File: config.mk
export PLATFORM = sky130hd
export DESIGN_NAME = wb_queue
export DESIGN_NICKNAME = d
export VERILOG_FILES = /design/src/rtl/wb_pkg.sv /design/src/rtl/wb_fwd_match.sv /design/src/rtl/wb_queue.sv
export SDC_FILE = /design/constraint.sdc
export NUM_CORES = 1
export LEC_CHECK = 0
export BUFFER_PORTS_ARGS = -buffer_cell sky130_fd_sc_hd__buf_2
export CAP_MARGIN = 10
export CORE_MARGIN = 2
export CORE_UTILIZATION = 35
export CTS_CLUSTER_SIZE = 40
export DETAILED_ROUTE_END_ITERATION = 10
export GPL_TIMING_DRIVEN = 0
export SKIP_CTS_REPAIR_TIMING = 1
export SYNTH_ARGS = -nofsm -noshare
export SYNTH_HDL_FRONTEND = slang
export SYNTH_SLANG_ARGS = --single-unit
File: constraint.sdc
create_clock -name i_clk -period 3.59 [get_ports i_clk]
set_input_delay 0.1795 -clock i_clk [delete_from_list [all_inputs] [get_ports i_clk]]
set_output_delay 0.1795 -clock i_clk [all_outputs]
set_load 0.005 [all_outputs]
File: src/rtl/wb_pkg.sv
// Shared types for the writeback queue.
// Entry layout and default queue depth.
package wb_pkg;
  localparam int WB_DEPTH_DEFAULT = 4;

  typedef struct packed {
    logic [4:0]  addr;
    logic [31:0] data;
  } wb_entry_t;
endpackage

File: src/rtl/wb_fwd_match.sv
// Youngest-match search over queued writebacks.
// Age is measured from the read pointer.
module wb_fwd_match
  import wb_pkg::*;
#(
  parameter int DEPTH = WB_DEPTH_DEFAULT,
  localparam int PW = $clog2(DEPTH),
  localparam int CW = $clog2(DEPTH) + 1
) (
  input  wb_entry_t [DEPTH-1:0] entries,
  input  logic [PW-1:0]         rd_ptr,
  input  logic [CW-1:0]         count,
  input  logic [4:0]            rs_addr,
  output logic                  hit,
  output logic [31:0]           fwd
);

  logic [PW-1:0] idx;

  // Walk oldest to youngest so the last match wins.
  always_comb begin
    hit = 1'b0;
    fwd = '0;
    idx = '0;
    for (int k = 0; k < DEPTH; k++) begin
      idx = rd_ptr + PW'(k);
      if (CW'(k) < count &&
          rs_addr != 5'd0 &&
          entries[idx].addr == rs_addr) begin
        hit = 1'b1;
        fwd = entries[idx].data;
      end
    end
  end

endmodule

File: src/rtl/wb_queue.sv
// Writeback queue feeding the register file write port.
// Pending writes are forwarded to decode source lookups.
module wb_queue
  import wb_pkg::*;
#(
  parameter int DEPTH = WB_DEPTH_DEFAULT,
  localparam int PW = $clog2(DEPTH),
  localparam int CW = $clog2(DEPTH) + 1
) (
  input  logic          i_clk,
  input  logic          i_rst_n,
  input  logic          i_wb_valid,
  output logic          o_wb_ready,
  input  logic [4:0]    i_wb_addr,
  input  logic [31:0]   i_wb_data,
  input  logic          i_drain_en,
  output logic          o_rd_wren,
  output logic [4:0]    o_rd_addr,
  output logic [31:0]   o_rd_data,
  input  logic [4:0]    i_rs1_addr,
  input  logic [4:0]    i_rs2_addr,
  output logic          o_rs1_hit,
  output logic          o_rs2_hit,
  output logic [31:0]   o_rs1_fwd,
  output logic [31:0]   o_rs2_fwd,
  output logic [CW-1:0] o_count
);

  wb_entry_t [DEPTH-1:0] mem;
  logic [PW-1:0] rd_ptr;
  logic [PW-1:0] wr_ptr;
  logic [CW-1:0] count;
  logic          push;
  logic          pop;
  logic          empty;

  assign empty      = (count == '0);
  assign o_wb_ready = (count < CW'(DEPTH));
  assign o_rd_wren  = !empty && i_drain_en;
  assign pop        = o_rd_wren;
  // x0 writes complete the handshake but are dropped.
  assign push       = i_wb_valid && o_wb_ready &&
                      (i_wb_addr != 5'd0);
  assign o_count    = count;

  assign o_rd_addr = empty ? 5'd0  : mem[rd_ptr].addr;
  assign o_rd_data = empty ? 32'd0 : mem[rd_ptr].data;

  always_ff @(posedge i_clk or negedge i_rst_n) begin
    if (!i_rst_n) begin
      rd_ptr <= '0;
      wr_ptr <= '0;
      count  <= '0;
    end else begin
      if (push)
        wr_ptr <= wr_ptr + 1'b1;
      if (pop)
        rd_ptr <= rd_ptr + 1'b1;
      if (push && !pop)
        count <= count + 1'b1;
      else if (pop && !push)
        count <= count - 1'b1;
    end
  end

  always_ff @(posedge i_clk) begin
    if (push)
      mem[wr_ptr] <= '{addr: i_wb_addr, data: i_wb_data};
  end

  wb_fwd_match #(.DEPTH(DEPTH)) u_rs1 (
    .entries (mem),
    .rd_ptr  (rd_ptr),
    .count   (count),
    .rs_addr (i_rs1_addr),
    .hit     (o_rs1_hit),
    .fwd     (o_rs1_fwd)
  );

  wb_fwd_match #(.DEPTH(DEPTH)) u_rs2 (
    .entries (mem),
    .rd_ptr  (rd_ptr),
    .count   (count),
    .rs_addr (i_rs2_addr),
    .hit     (o_rs2_hit),
    .fwd     (o_rs2_fwd)
  );

endmodule
==> impl_summary.md, run 1 <==
Global routing
For this run, the total global-route usage over all layers was measured as 0.237. The maximum number of pins on one net before global-route repair is 27. The via count of the first global-routing pass is about 10,000.

For this run the aggregate overflow at the end of global routing stands at 0. In the global route stage, met1 resource usage came out at 0.312. In the global route stage, met3 resource usage came out at 0.0428. In this run the most used layer during global routing was met2.

The number of antenna violations at the first check in global routing is 0. The global routing usage on met2 is 0.388. The first global-routing pass estimated between 50,000 and 60,000 microns of wire.

Yosys
In this run, synthesis produced a sequential element count of between 150 and 200. The share of synthesized area in the top cell type comes to 0.392. For this run, asynchronously set or reset flops after synthesis account for 0.0452. The cell area that synthesis handed to floorplanning was roughly 0.011 sq mm.

When the netlist entered floorplanning its net count stood at between 1,000 and 1,500. The number of instances in the synthesized netlist is ~1,100. The sequential element share of the synthesized area is 0.407. The post-synthesis area per instance is between 10 and 15 sq um. The main flop type after synthesis is sky130_fd_sc_hd__edfxtp_1. The library cell occupying the most area in the post-synthesis netlist is sky130_fd_sc_hd__edfxtp_1.

The number of distinct standard cells referenced by the synthesized netlist is 56. The synthesized design contains about 150 enable-type register cells. By area the synthesized netlist is led by sky130_fd_sc_hd__edfxtp_1 39%, sky130_fd_sc_hd__mux2i_1 9.9%, sky130_fd_sc_hd__a21oi_1 3.8%. The warning count from the yosys run is 0.

Clock network
The clock passes through at most 2 buffers. The clock tree from TritonCTS is yes. The clock net in this run drives a total of 155 sinks.

The depth of the CTS H-tree is 4. After clock tree synthesis, the clock-pin slew on the worst setup and hold paths is roughly 70 ps. The clock buffer count from CTS is 17. CTS placed an instance of sky130_fd_sc_hd__clkbuf_16 at the clock tree root. For the worst-skew pair, the clock arrives at the later sink with an insertion delay of about 430 ps.

Timing
Setup violations remaining at the end of the flow were counted as 0. The final setup TNS is 0 ps. Setup repair after global routing could not meet its margin everywhere. The final max-slew violation count is 0.

At the pin with the least slew margin, the transition time is roughly 820 ps. The final clock skew is 9.06 ps. The timing-limited maximum frequency is between 200 and 300 MHz. The final critical path time including I/O delays and setup is around 3600 ps. Dividing the final minimum period by the clock period gives 0.995. The relative max-transition margin is 0.452. The final hold violation count is 0.

Pwr
The largest voltage drop on the vdd net is 0.645 mV. The power density over the cells is ~860 mW/mm^2. The static leakage power is ~5.4 nW.

The design draws roughly 12 mW.

Placed design
At the end of routability-driven placement, the weighted congestion stood at about 0.89. The area of placed instances is approximately 0.013 sq mm. The number of port buffers is ~150.

The total half-perimeter wirelength after legalization and detailed placement is 29,000 microns. Once placement completed, the tool counted placed cells totaling 1,660.

Die
In this run the standard cell core region covers around 0.032 sq mm. The effective utilization at floorplan is 0.358. During I/O placement, the number of pins put on the boundary was 159. Measured along the x axis, the die boundary spans approximately 180 microns. The die area is ~0.034 sq mm. The site row count is between 60 and 70. Measured along the y axis, the die boundary spans 184 microns.

Critical path
Traced cell by cell, the critical path runs through buf_12 -> buf_12 -> buf_12 -> mux4_2 -> xor2_1 -> a2111oi_4 -> o211ai_2 -> a31oi_4 -> buf_4 -> buf_12 -> a221oi_2 -> o31ai_2 -> buf_2. The number of buffers and inverters on the critical path is 6. The largest fanout on the critical path is 10. STA classifies the critical path endpoint as a primary output. The delay contributed by the slowest stage of the critical path is 460 ps. The required time at the worst-slack endpoint is about 3400 ps.

On the critical path the largest part of the delay comes from compound AO/OA/AOI/OAI gates. The setup path with the least slack is of type flip-flop to primary output. The startpoint type of the worst setup path is a flip-flop.

By instance count, the cell type seen most on the critical path is sky130_fd_sc_hd__buf_12. Data on the critical path arrives at its endpoint at between 3000 and 4000 ps. The highest-delay cell along the critical path is sky130_fd_sc_hd__dfrtp_2.

Cells and area
The final design area excluding fillers is about 0.014 sq mm. Counting the fill cells in the layout gives about 3,000. The number of antenna cells inserted is 0. At the end of the flow, the number of nets in the layout was approximately 1,400. Summing all multi-input logic gate instances after layout gives roughly 0.0064 sq mm. The sequential cells in the finished layout cover a total of between 0.004 and 0.005 sq mm. The finished layout holds 1,747 standard cells, fillers aside. From synthesis to final layout, the design area changed by 25.1%. The proportion of layout cells with a drive suffix above 1 is 0.320.

The utilization after layout is 0.447.

Route
After detailed routing, the number of vias per cell comes to approximately 6. In this run, the number of DRC markers left after iteration 0 of detailed routing was 996. The iteration count of the initial detailed-routing pass is 5. The post-route DRC violation count is 0. The detail-routed net length per standard cell is around 23 microns. The count of nets left with antenna violations once routing finished came out at 0. The routed layout has slightly above 10,000 vias. The routed design has approximately 41,000 microns of wire.

Status
The flow ran to the end, and the final reports show no timing, DRC or antenna violations.

Worst hold path
The worst hold path belongs to the class input port to flip-flop.

Run
The reported max-cap violation count is 0.
## cell usage in the layout, fill, tap and decap left out, drive strengths merged, types with 2 or more instances in the layout
cell         count
nand3b           3
and2            13
nand2           84
nor3            17
a21oi           87
clkbuf          85
o32ai            3
buf            207
nand3            2
dlygate4sd3     35
o22ai            3
ha               9
xor2            14
dfrtp            7
mux2i          116
nor2            97
o211ai           2
and3             3
a22o             3
inv             42
mux2            38
clkinv           5
clkinvlp         4
o31ai           29
a31oi            5
a211oi          53
o21a             2
nand4            3
edfxtp         148
nor2b           35
a221oi          32
a22oi           29
nor4             3
xnor2           35
o31a             4
mux4            14
or3              2
o21ai           65
## synthesized netlist by cell type (13+ instances only)
master,count
sky130_fd_sc_hd__inv_1,36
sky130_fd_sc_hd__mux2i_1,112
sky130_fd_sc_hd__buf_2,27
sky130_fd_sc_hd__and2_1,13
sky130_fd_sc_hd__a211oi_1,53
sky130_fd_sc_hd__mux2_2,38
sky130_fd_sc_hd__xor2_1,14
sky130_fd_sc_hd__edfxtp_1,148
sky130_fd_sc_hd__xnor2_1,35
sky130_fd_sc_hd__o21ai_0,43
sky130_fd_sc_hd__nand2_1,84
sky130_fd_sc_hd__nor3_1,17
sky130_fd_sc_hd__o31ai_2,27
sky130_fd_sc_hd__mux4_2,14
sky130_fd_sc_hd__o21ai_1,22
sky130_fd_sc_hd__a22oi_1,29
sky130_fd_sc_hd__a221oi_2,27
sky130_fd_sc_hd__a21oi_1,87
sky130_fd_sc_hd__clkbuf_1,59
sky130_fd_sc_hd__nor2b_1,35
sky130_fd_sc_hd__nor2_1,97
## where the power goes
part	internal, mW	leakage [nW]	switching, mW
Sequential	2.28	1.43	0.174
Clock	0.899	0.258	0.791
Combinational	3.10	3.72	4.89
Total	6.28	5.40	5.86
## routing by layer
layer | routed length (microns) | share of wire
met1 | 17200 | 0.42
met2 | 19100 | 0.47
met3 | 3260 | 0.080
met4 | 1290 | 0.032
met5 | 0 | 0
## registers in the layout, summed over array words and instances, names as in the netlist
name,count
o_count,3
rd_ptr,2
mem,148
wr_ptr,2
## per-stage QoR
step	setup slack (ps)	hold WS [ps]
after floorplan	862	-116
after global placement	-157	26.7
after detailed placement	-155	26.4
after CTS	-625	-437
after global routing	-45.3	3.79
final	17.4	0.636
## path summary, 6_finish.rpt
kind                                        from                      to  slack, ps  depth (start not counted)
setup / recovery           rd_ptr[1]$_DFFE_PN0P_           o_rs1_fwd[30]         20                         13
hold / removal                     i_wb_data[30]      mem[104]$_DFFE_PP_        0.6                          1
setup reg to reg           rd_ptr[0]$_DFFE_PN0P_   rd_ptr[0]$_DFFE_PN0P_       1220                          6
hold reg to reg            wr_ptr[1]$_DFFE_PN0P_   wr_ptr[1]$_DFFE_PN0P_        630                          2
max in group asynchronous                i_rst_n   rd_ptr[1]$_DFFE_PN0P_       3310                          2
min in group asynchronous                i_rst_n  o_count[2]$_DFFE_PN0P_        110                          2
## area by class of cell
class,instances,area share
sequential,155,0.326
timing repair buffer,208,0.0958
tap,402,0.0354
clock buffer,18,0.0302
buffer,101,0.0460
inverter,37,0.00979
multi-input combinational,812,0.449
clock inverter,14,0.00802
## cell families (layout without fill, tap and decap cells)
kind of cell | count (synthesis) | in the layout | synth area share
flops | 155 | 155 | 0.407
xor+xnor | 49 | 49 | 0.0378
compound gates | 321 | 321 | 0.214
mux | 168 | 168 | 0.170
fa+ha+maj | 9 | 9 | 0.00993
simple gates | 265 | 265 | 0.107
buf+inv | 139 | 378 | 0.0546
Note: power is estimated with default switching activity, not from simulation.
==> run 2, diff against run 1 <==
--- a/config.mk
+++ b/config.mk
@@ -5,6 +5,7 @@
 export SDC_FILE = /design/constraint.sdc
 export NUM_CORES = 1
 export LEC_CHECK = 0
+export ABC_AREA = 1
 export BUFFER_PORTS_ARGS = -buffer_cell sky130_fd_sc_hd__buf_2
 export CAP_MARGIN = 10
 export CORE_MARGIN = 2
==> impl_summary.md, run 2 <==
Pwr
The net switching fraction of the power is 0.566 (+0.0827). The largest voltage drop on the vdd net was 0.631 mV (-2.3%). The combinational cell fraction of total power came to 0.690 (+0.031).

The overall power consumption is 13.8 mW (+14%). The switching component of the power is 7.83 mW (+34%). The power density over the cells is 935 mW/mm^2 (+9.3%). The sequential cell fraction of total power was 0.173 (-0.029). The share of power burned in the clock network came to 0.137 (-0.002). The static leakage power is 7.07 nW (+31%).

The total internal power came to 6.02 mW (-4.1%).

Cells and area
The top cell types in the final layout, fill and taps aside, are 660 x sky130_fd_sc_hd__nand2_1, 263 x sky130_fd_sc_hd__nor2_1, 221 x sky130_fd_sc_hd__o21ai_0. Relative to the synthesized area, the layout overhead comes to 21.2%. The area used by multi-input combinational logic is 0.00629 sq mm (-1.3%).

The sequential standard cell area is 0.00462 sq mm (about the same). The most common cell after layout, fill and taps aside is sky130_fd_sc_hd__nand2_1. The proportion of layout cells with a drive suffix above 1 came to 0.146 (-0.175). The flip-flop count of the largest register, all copies and words added was 148 (unchanged).

The register bank with the most flops is mem. The fill cell instance count of the final layout was 3,593 (+18%). The utilization after layout is 0.430 (-0.0173).

The net count of the finished layout is 2,170 (+56%).

Timing
The relative max-transition margin was 0.481 (+0.0293). The total setup violations reported at the end of the flow is 0 (unchanged). The final critical path time including I/O delays and setup is 3360 ps (-209 ps).

Setup repair after global routing left no endpoint under its margin. The final hold slack is 99.4 ps (+98.8 ps). The final max-slew violation count was 0 (unchanged). The final worst-path cycle share was 0.937 (-0.0583). The final hold violation count came to 0 (unchanged).

The measured slew at the worst slew-check pin is 778 ps (-37.6 ps). The final clock skew is 13.1 ps (+4.07 ps). The timing-limited maximum frequency was 297 MHz (+6.2%).

Die
The effective utilization at floorplan is 0.355 (-0.00269). The y dimension of the die came to 191 microns (+3.8%). The die area was 0.0364 sq mm (+7.7%). The number of top-level pins is 159 (unchanged). The core outline area is 0.0345 sq mm (+8.6%). The width of the die was 191 microns (+3.8%).

The site row count is 68 (+4.6%).

Yosys
By area the synthesized netlist is led by sky130_fd_sc_hd__edfxtp_1 36%, sky130_fd_sc_hd__nand2_1 20%, sky130_fd_sc_hd__o21ai_0 9.0%. Summed over all instances, the cell type with the most area after synthesis is sky130_fd_sc_hd__edfxtp_1. The most frequently used cell type in the post-synthesis netlist is sky130_fd_sc_hd__nand2_1. The mapped cell area came to 0.0122 sq mm (+7.8%). The number of distinct standard cells referenced by the synthesized netlist was 29 (-48%). Counting instances in the post-synthesis netlist gives the leading cell types as 660 x sky130_fd_sc_hd__nand2_1, 267 x sky130_fd_sc_hd__nor2_1, 221 x sky130_fd_sc_hd__o21ai_0. The post-synthesis net count came to 1,947 (+67%).

The post-synthesis register bit count came to 155 (unchanged). Among all flip-flop cells after synthesis, the most frequent one is sky130_fd_sc_hd__edfxtp_1. The number of enable flip-flop cells after synthesis came to 148 (unchanged). The post-synthesis area per instance was 6.48 sq um (-37%).

The sequential element share of the synthesized area came to 0.378 (-0.0296). The warning count from the yosys run is 0 (unchanged). The proportion of netlist area held by the largest area contributor is 0.363 (-0.0284).

The proportion of register bits with asynchronous set or reset after synthesis was 0.0452 (unchanged). The number of instances in the synthesized netlist is 1,887 (+71%).

Critical path
The capturing element type of the critical path is a primary output. The arrival time at the worst endpoint was 3180 ps (-210 ps). The largest fanout on the critical path was 10 (unchanged).

The required time at the worst-slack endpoint is 3410 ps (about the same). The worst setup path is of the flip-flop to primary output kind. STA classifies the critical path startpoint as a flip-flop.

Global routing
The maximum number of pins on one net before global-route repair is 18 (-33%). The global routing usage summed across all routing layers is 0.268 (+0.0316). The global-route congestion overflow total is 0 (unchanged). The number of antenna violations at the first check in global routing is 1 (+1). The via count of the first global-routing pass came to 12,700 (+27%). The first-pass GRT wire length was 73,200 microns (+23%).

Clock network
The clock buffer count from CTS came to 17 (unchanged). The clock tree from TritonCTS is yes. The clock transition at the registers of the reported paths came to 70 ps (about the same).

The number of buffers between clock root and the deepest sink was 2 (unchanged). The insertion delay to the later sink of the worst-skew pair came to 450 ps (+20 ps). CTS placed an instance of sky130_fd_sc_hd__clkbuf_16 at the clock tree root. The clock sink total came to 155 (unchanged).

The depth of the CTS H-tree was 4 (unchanged).

Route
The total wire length after detailed routing is 49,700 microns (+22%). The vias per cell is 5.40 (-8.3%). The detail-routed net length per standard cell is 19.3 microns (-18%). The iteration count of the initial detailed-routing pass is 6 (+1).

The post-route DRC violation count is 0 (unchanged). The vias after detailed routing came to 13,900 (+35%). The DRC marker count from the first detailed-route iteration came to 1,540 (+55%). The number of routed nets with antenna violations is 0 (unchanged).

Worst hold path
In this run the worst hold path is classified as input port to asynchronous set/reset pin.

Status
The flow ran to the end, and the final reports show no timing, DRC or antenna violations.

Run
The reported max-cap violation count came to 0 (unchanged).

Placed design
The final weighted congestion of routability-driven global placement is 0.934 (+4.9%). The total half-perimeter wirelength after legalization and detailed placement is 35,700 microns (+23%). The number of port buffers was 158 (+6.8%).
-- run 2: cell types whose count changed in the layout (fill, tap and decap cells not counted), sizes merged, moves of 53 or more --
cell    before  now
a211oi      53    0
a21oi       87    5
buf        207  261
inv         42  181
mux2i      116    0
nand2       84  662
nand3        2  131
nand4        3   65
nor2        97  273
o21ai       65  275
-- run 2: worst max-delay path, cell delays in order, from the launching register on --
cell	delay, ps
sky130_fd_sc_hd__dfrtp_1	340
sky130_fd_sc_hd__buf_6	140
sky130_fd_sc_hd__buf_2	310
sky130_fd_sc_hd__clkbuf_1	570
sky130_fd_sc_hd__clkbuf_1	610
sky130_fd_sc_hd__nand2_1	120
sky130_fd_sc_hd__o21ai_0	170
sky130_fd_sc_hd__nor2_1	90
sky130_fd_sc_hd__nor2_1	110
sky130_fd_sc_hd__nand2_1	60
sky130_fd_sc_hd__nand2_1	90
sky130_fd_sc_hd__buf_2	120
-- run 2: area by class of cell --
class,instances,area share
antenna,1,0.000169
buffer,128,0.0478
clock buffer,17,0.0287
clock inverter,15,0.0117
inverter,170,0.0432
multi-input combinational,1434,0.424
sequential,155,0.312
tap,455,0.0384
timing repair buffer,204,0.0939
-- run 2: stage by stage --
step / setup WS [ps] / TNS (ps) / std cells / cell area, sq um
after floorplan: 799 / 0 / 1887 / 12200
after global placement: -1140 / -158110 / 2500 / 13600
after detailed placement: 827 / 0 / 2508 / 13800
after CTS: 343 / 0 / 2540 / 14400
after global routing: 132 / 0 / 2579 / 14800
final: 227 / 0 / 2579 / 14800
-- run 2: path summary, 6_finish.rpt --
check / start / endpoint / slack, ps / depth (start not counted)
max in group asynchronous: i_rst_n / rd_ptr[1]$_DFFE_PN0P_ / 3310 / 2
min in group i_clk: i_drain_en / rd_ptr[0]$_DFFE_PN0P_ / 160 / 3
setup reg to reg: rd_ptr[0]$_DFFE_PN0P_ / rd_ptr[1]$_DFFE_PN0P_ / 1230 / 8
hold reg to reg: o_count[1]$_DFFE_PN0P_ / o_count[1]$_DFFE_PN0P_ / 540 / 2
hold / removal: i_rst_n / rd_ptr[0]$_DFFE_PN0P_ / 100 / 2
setup / recovery: rd_ptr[1]$_DFFE_PN0P_ / o_rs1_fwd[22] / 230 / 11
-- run 2: cell families (layout without fill, tap and decap cells) --
logic type	count (synthesis)	after routing	synth area share
compound gates	280	280	0.116
xor+xnor	9	9	0.00645
fa+ha+maj	9	9	0.00921
buf+inv	298	534	0.110
flops	155	155	0.378
other cells	0	1	0
simple gates	1136	1136	0.380
-- run 2: power by group through the flow --
stage,sequential (mW),combinational (mW),clock [mW]
after detailed placement,2.43,9.27,0
after floorplan,2.42,5.62,0
after global routing,2.42,10.4,1.98
after CTS,2.39,9.31,1.90
after global placement,2.46,9.02,0
final,2.39,9.56,1.90
-- run 2: metal layers --
metal / part of all wire / GRT usage / routed length [microns]
met2: 0.45 / 0.425 / 22500
met4: 0.033 / 0.110 / 1620
met5: 0.00044 / 0 / 22
met1: 0.41 / 0.357 / 20200
met3: 0.11 / 0.0534 / 5340
==> run 3, diff against run 2 <==
--- a/config.mk
+++ b/config.mk
@@ -16,4 +16,5 @@
 export SKIP_CTS_REPAIR_TIMING = 1
 export SYNTH_ARGS = -nofsm -noshare
 export SYNTH_HDL_FRONTEND = slang
+export SYNTH_HIERARCHICAL = 1
 export SYNTH_SLANG_ARGS = --single-unit
==> impl_summary.md, run 3 <==
Status
The flow ran to the end, and the final reports show no timing, DRC or antenna violations.

Pwr
The switching component of the power is 11.6 mW (+48%). The power density over the cells is 972 mW/mm^2 (+4.0%). The total internal power is 7.56 mW (+26%). The overall power consumption was 19.1 mW (+38%).

The static leakage power is 9.50 nW (+34%). The share of power burned in the clock network came to 0.094 (-0.043). The combinational cell fraction of total power was 0.764 (+0.074). The net switching fraction of the power is 0.605 (+0.0391). The sequential cell fraction of total power is 0.142 (-0.031). The largest voltage drop on the vdd net was 0.537 mV (-15%).

Critical path
The worst-case reg-to-reg path depth is 5 (-3). The internal reg-to-reg setup slack is 1140 ps (-90 ps). The startpoint of the worst-slack reg-to-reg timing path is o_count[2]$_DFFE_PN0P_. The worst setup path is captured at a primary output. The largest fanout on the critical path is 10 (unchanged). The endpoint identified for the worst register-to-register timing path is mem[135]$_DFFE_PP_. The start point of the critical path is rd_ptr[0]$_DFFE_PN0P_. The required time at the worst-slack endpoint is 3410 ps (about the same). The category of the most critical setup path is flip-flop to primary output. The worst setup path is launched from a flip-flop. The arrival time at the worst endpoint is 3340 ps (+160 ps).

Placed design
The placed cell count is 3,503 (+40%). The final weighted congestion of routability-driven global placement is 0.994 (+6.5%). The area of placed instances is 0.0185 sq mm (+34%). The total half-perimeter wirelength after legalization and detailed placement is 60,000 microns (+68%). The number of port buffers is 156 (-1.3%).

Worst hold path
The source of the worst hold timing path is i_drain_en. Counting instances, the worst hold path has a depth of 4. The path class of the tightest hold or removal check is input port to flip-flop. The endpoint of the worst hold-timing path is rd_ptr[0]$_DFFE_PN0P_.

Timing
The final worst-path cycle share was 0.981 (+0.0443). The final clock skew came to 6.70 ps (-6.43 ps). The total setup violations reported at the end of the flow is 0 (unchanged). The final max-slew violation count is 0 (unchanged).

The timing-limited maximum frequency is 284 MHz (-4.5%). The final hold slack is 34.5 ps (-64.9 ps). The relative max-transition margin is 0.327 (-0.154).

The final critical path time including I/O delays and setup was 3520 ps (+159 ps). The final hold violation count is 0 (unchanged). The measured slew at the worst slew-check pin was 1010 ps (+231 ps).

Clock network
The clock transition at the registers of the reported paths is 70 ps (about the same). The depth of the CTS H-tree is 4 (unchanged). The clock buffer count from CTS came to 17 (unchanged). The insertion delay to the later sink of the worst-skew pair is 490 ps (+40 ps). The clock sink total is 155 (unchanged). The clock root buffer master is sky130_fd_sc_hd__clkbuf_16. The number of buffers between clock root and the deepest sink came to 2 (unchanged). The clock tree from TritonCTS is yes.

Cells and area
More flip-flops sit in one register than any other, and that register is mem. The area growth from synthesis to layout is 17.7%. The proportion of layout cells with a drive suffix above 1 was 0.127 (-0.0187).

The final design area excluding fillers came to 0.0197 sq mm (+33%). The flip-flop count of the largest register, all copies and words added is 148 (unchanged). The count of non-filler cells in the finished layout was 3,581 (+39%).

The net count of the finished layout is 3,009 (+39%). In the layout the commonest cells are 844 x sky130_fd_sc_hd__nand2_1, 365 x sky130_fd_sc_hd__o21ai_0, 258 x sky130_fd_sc_hd__inv_1. The utilization after layout is 0.415 (-0.0153).

The most common cell after layout, fill and taps aside is sky130_fd_sc_hd__nand2_1.

Global routing
The maximum number of pins on one net before global-route repair is 20 (+2). The global routing met3 resource utilization is 0.0594 (+0.00595). The via count of the first global-routing pass is 19,300 (+52%).

The most used routing layer is met2. The global routing met1 resource utilization came to 0.425 (+0.0680). The number of antenna violations at the first check in global routing came to 0 (-1). The first-pass GRT wire length is 119,000 microns (+63%). The global-route congestion overflow total came to 0 (unchanged). The global routing usage summed across all routing layers is 0.321 (+0.0531).

The global routing usage on met2 came to 0.499 (+0.0745).

Yosys
The post-synthesis area per instance is 6.14 sq um (-5.3%). In the post-synthesis netlist, the biggest area contributors are sky130_fd_sc_hd__edfxtp_1 27%, sky130_fd_sc_hd__nand2_1 19%, sky130_fd_sc_hd__o21ai_0 11%. The number of instances in the synthesized netlist was 2,724 (+44%). The post-synthesis register bit count is 155 (unchanged). Counting instances in the post-synthesis netlist gives the leading cell types as 846 x sky130_fd_sc_hd__nand2_1, 365 x sky130_fd_sc_hd__o21ai_0, 258 x sky130_fd_sc_hd__inv_1.

The proportion of netlist area held by the largest area contributor was 0.266 (-0.0977). The warning count from the yosys run was 6 (+6). The number of distinct standard cells referenced by the synthesized netlist is 27 (-6.9%). The number of enable flip-flop cells after synthesis is 148 (unchanged).

The mapped cell area is 0.0167 sq mm (+37%). The main flop type after synthesis is sky130_fd_sc_hd__edfxtp_1. The post-synthesis net count came to 2,781 (+43%).

Among all cell types in the netlist, the one instantiated most often is sky130_fd_sc_hd__nand2_1. Summed over all instances, the cell type with the most area after synthesis is sky130_fd_sc_hd__edfxtp_1. The sequential element share of the synthesized area is 0.276 (-0.102). The proportion of register bits with asynchronous set or reset after synthesis is 0.0452 (unchanged).

Route
The vias per cell is 5.85 (+8.3%). The number of routed nets with antenna violations was 0 (unchanged). The post-route DRC violation count was 0 (unchanged). The DRC marker count from the first detailed-route iteration is 2,691 (+75%).

The iteration count of the initial detailed-routing pass is 7 (+1). The detail-routed net length per standard cell came to 22.8 microns (+19%). The total wire length after detailed routing is 81,700 microns (+65%). The vias after detailed routing is 20,900 (+50%).

Die
The site row count came to 80 (+18%). The y dimension of the die is 223 microns (+17%). The width of the die is 223 microns (+17%). The core outline area is 0.0474 sq mm (+38%). The number of top-level pins is 159 (unchanged). The die area is 0.0495 sq mm (+36%). The effective utilization at floorplan is 0.352 (-0.00239).

Run
The reported max-cap violation count is 0 (unchanged).
==> run 3: cells by family after synthesis <==
group,after synthesis,share of synthesized area
adder cells (fa/ha/maj),6,0.00494
XOR/XNOR,4,0.00210
AO/OA/AOI/OAI,512,0.155
multiplexers,128,0.0766
buffers and inverters,478,0.122
AND/OR/NAND/NOR,1441,0.363
flip-flops,155,0.276
==> run 3: metrics by stage <==
stage,setup slack [ps],TNS (ps)
final,67.5,0
after global routing,-3.66,-7.24
after CTS,-402,-15270
after detailed placement,140,0
after global placement,-1560,-224430
after floorplan,787,0
==> run 3: worst max-delay path, stage by stage (launching register included) <==
cell and delay, ps:
sky130_fd_sc_hd__dfrtp_2 460, sky130_fd_sc_hd__buf_6 170, sky130_fd_sc_hd__inv_4 70, sky130_fd_sc_hd__nand2_1 50
sky130_fd_sc_hd__nand2_2 150, sky130_fd_sc_hd__buf_2 340, sky130_fd_sc_hd__buf_2 390, sky130_fd_sc_hd__clkbuf_1 520
sky130_fd_sc_hd__nand2_1 100, sky130_fd_sc_hd__o21ai_0 90, sky130_fd_sc_hd__nor2_1 70, sky130_fd_sc_hd__a21oi_1 260
sky130_fd_sc_hd__buf_2 170
==> run 3: how the worst max path moves through the flow <==
stage	endpoint	slack, ps	cells past startpoint
global placement	mem[99]$_DFFE_PP_	-1560	3
CTS	o_rs2_fwd[1]	-400	12
detailed placement	o_rs2_fwd[1]	140	12
finish	o_rs2_fwd[23]	70	12
global route	o_rs2_fwd[24]	-4	12
floorplan	mem[0]$_DFFE_PP_	790	3
==> run 3: area by class of cell <==
cell class	count	area (sq um)
multi-input cells	2091	10200
repair buffers	209	1440
clock buffers	17	425
fillers	5135	27800
flip-flops and latches	155	4620
diodes	1	2.50
inverters	267	1010
plain buffers	211	1080
well taps	615	769
clock inverters	15	140
==> run 3: layer usage <==
| metal | part of all wire | up-vias |
|---|---|---|
| met5 | 0 | - |
| met4 | 0.051 | 0 |
| met3 | 0.10 | 266 |
| met2 | 0.44 | 1425 |
| met1 | 0.40 | 9744 |
| li1 | - | 9504 |
==> run 3: power groups by stage <==
stage	logic [mW]	clock network [mW]	registers, mW
floorplan	8.44	0	2.59
global placement	13.4	0	2.78
detailed placement	13.7	0	2.74
CTS	13.7	1.82	2.70
global route	15.6	1.88	2.75
finish	14.6	1.79	2.72
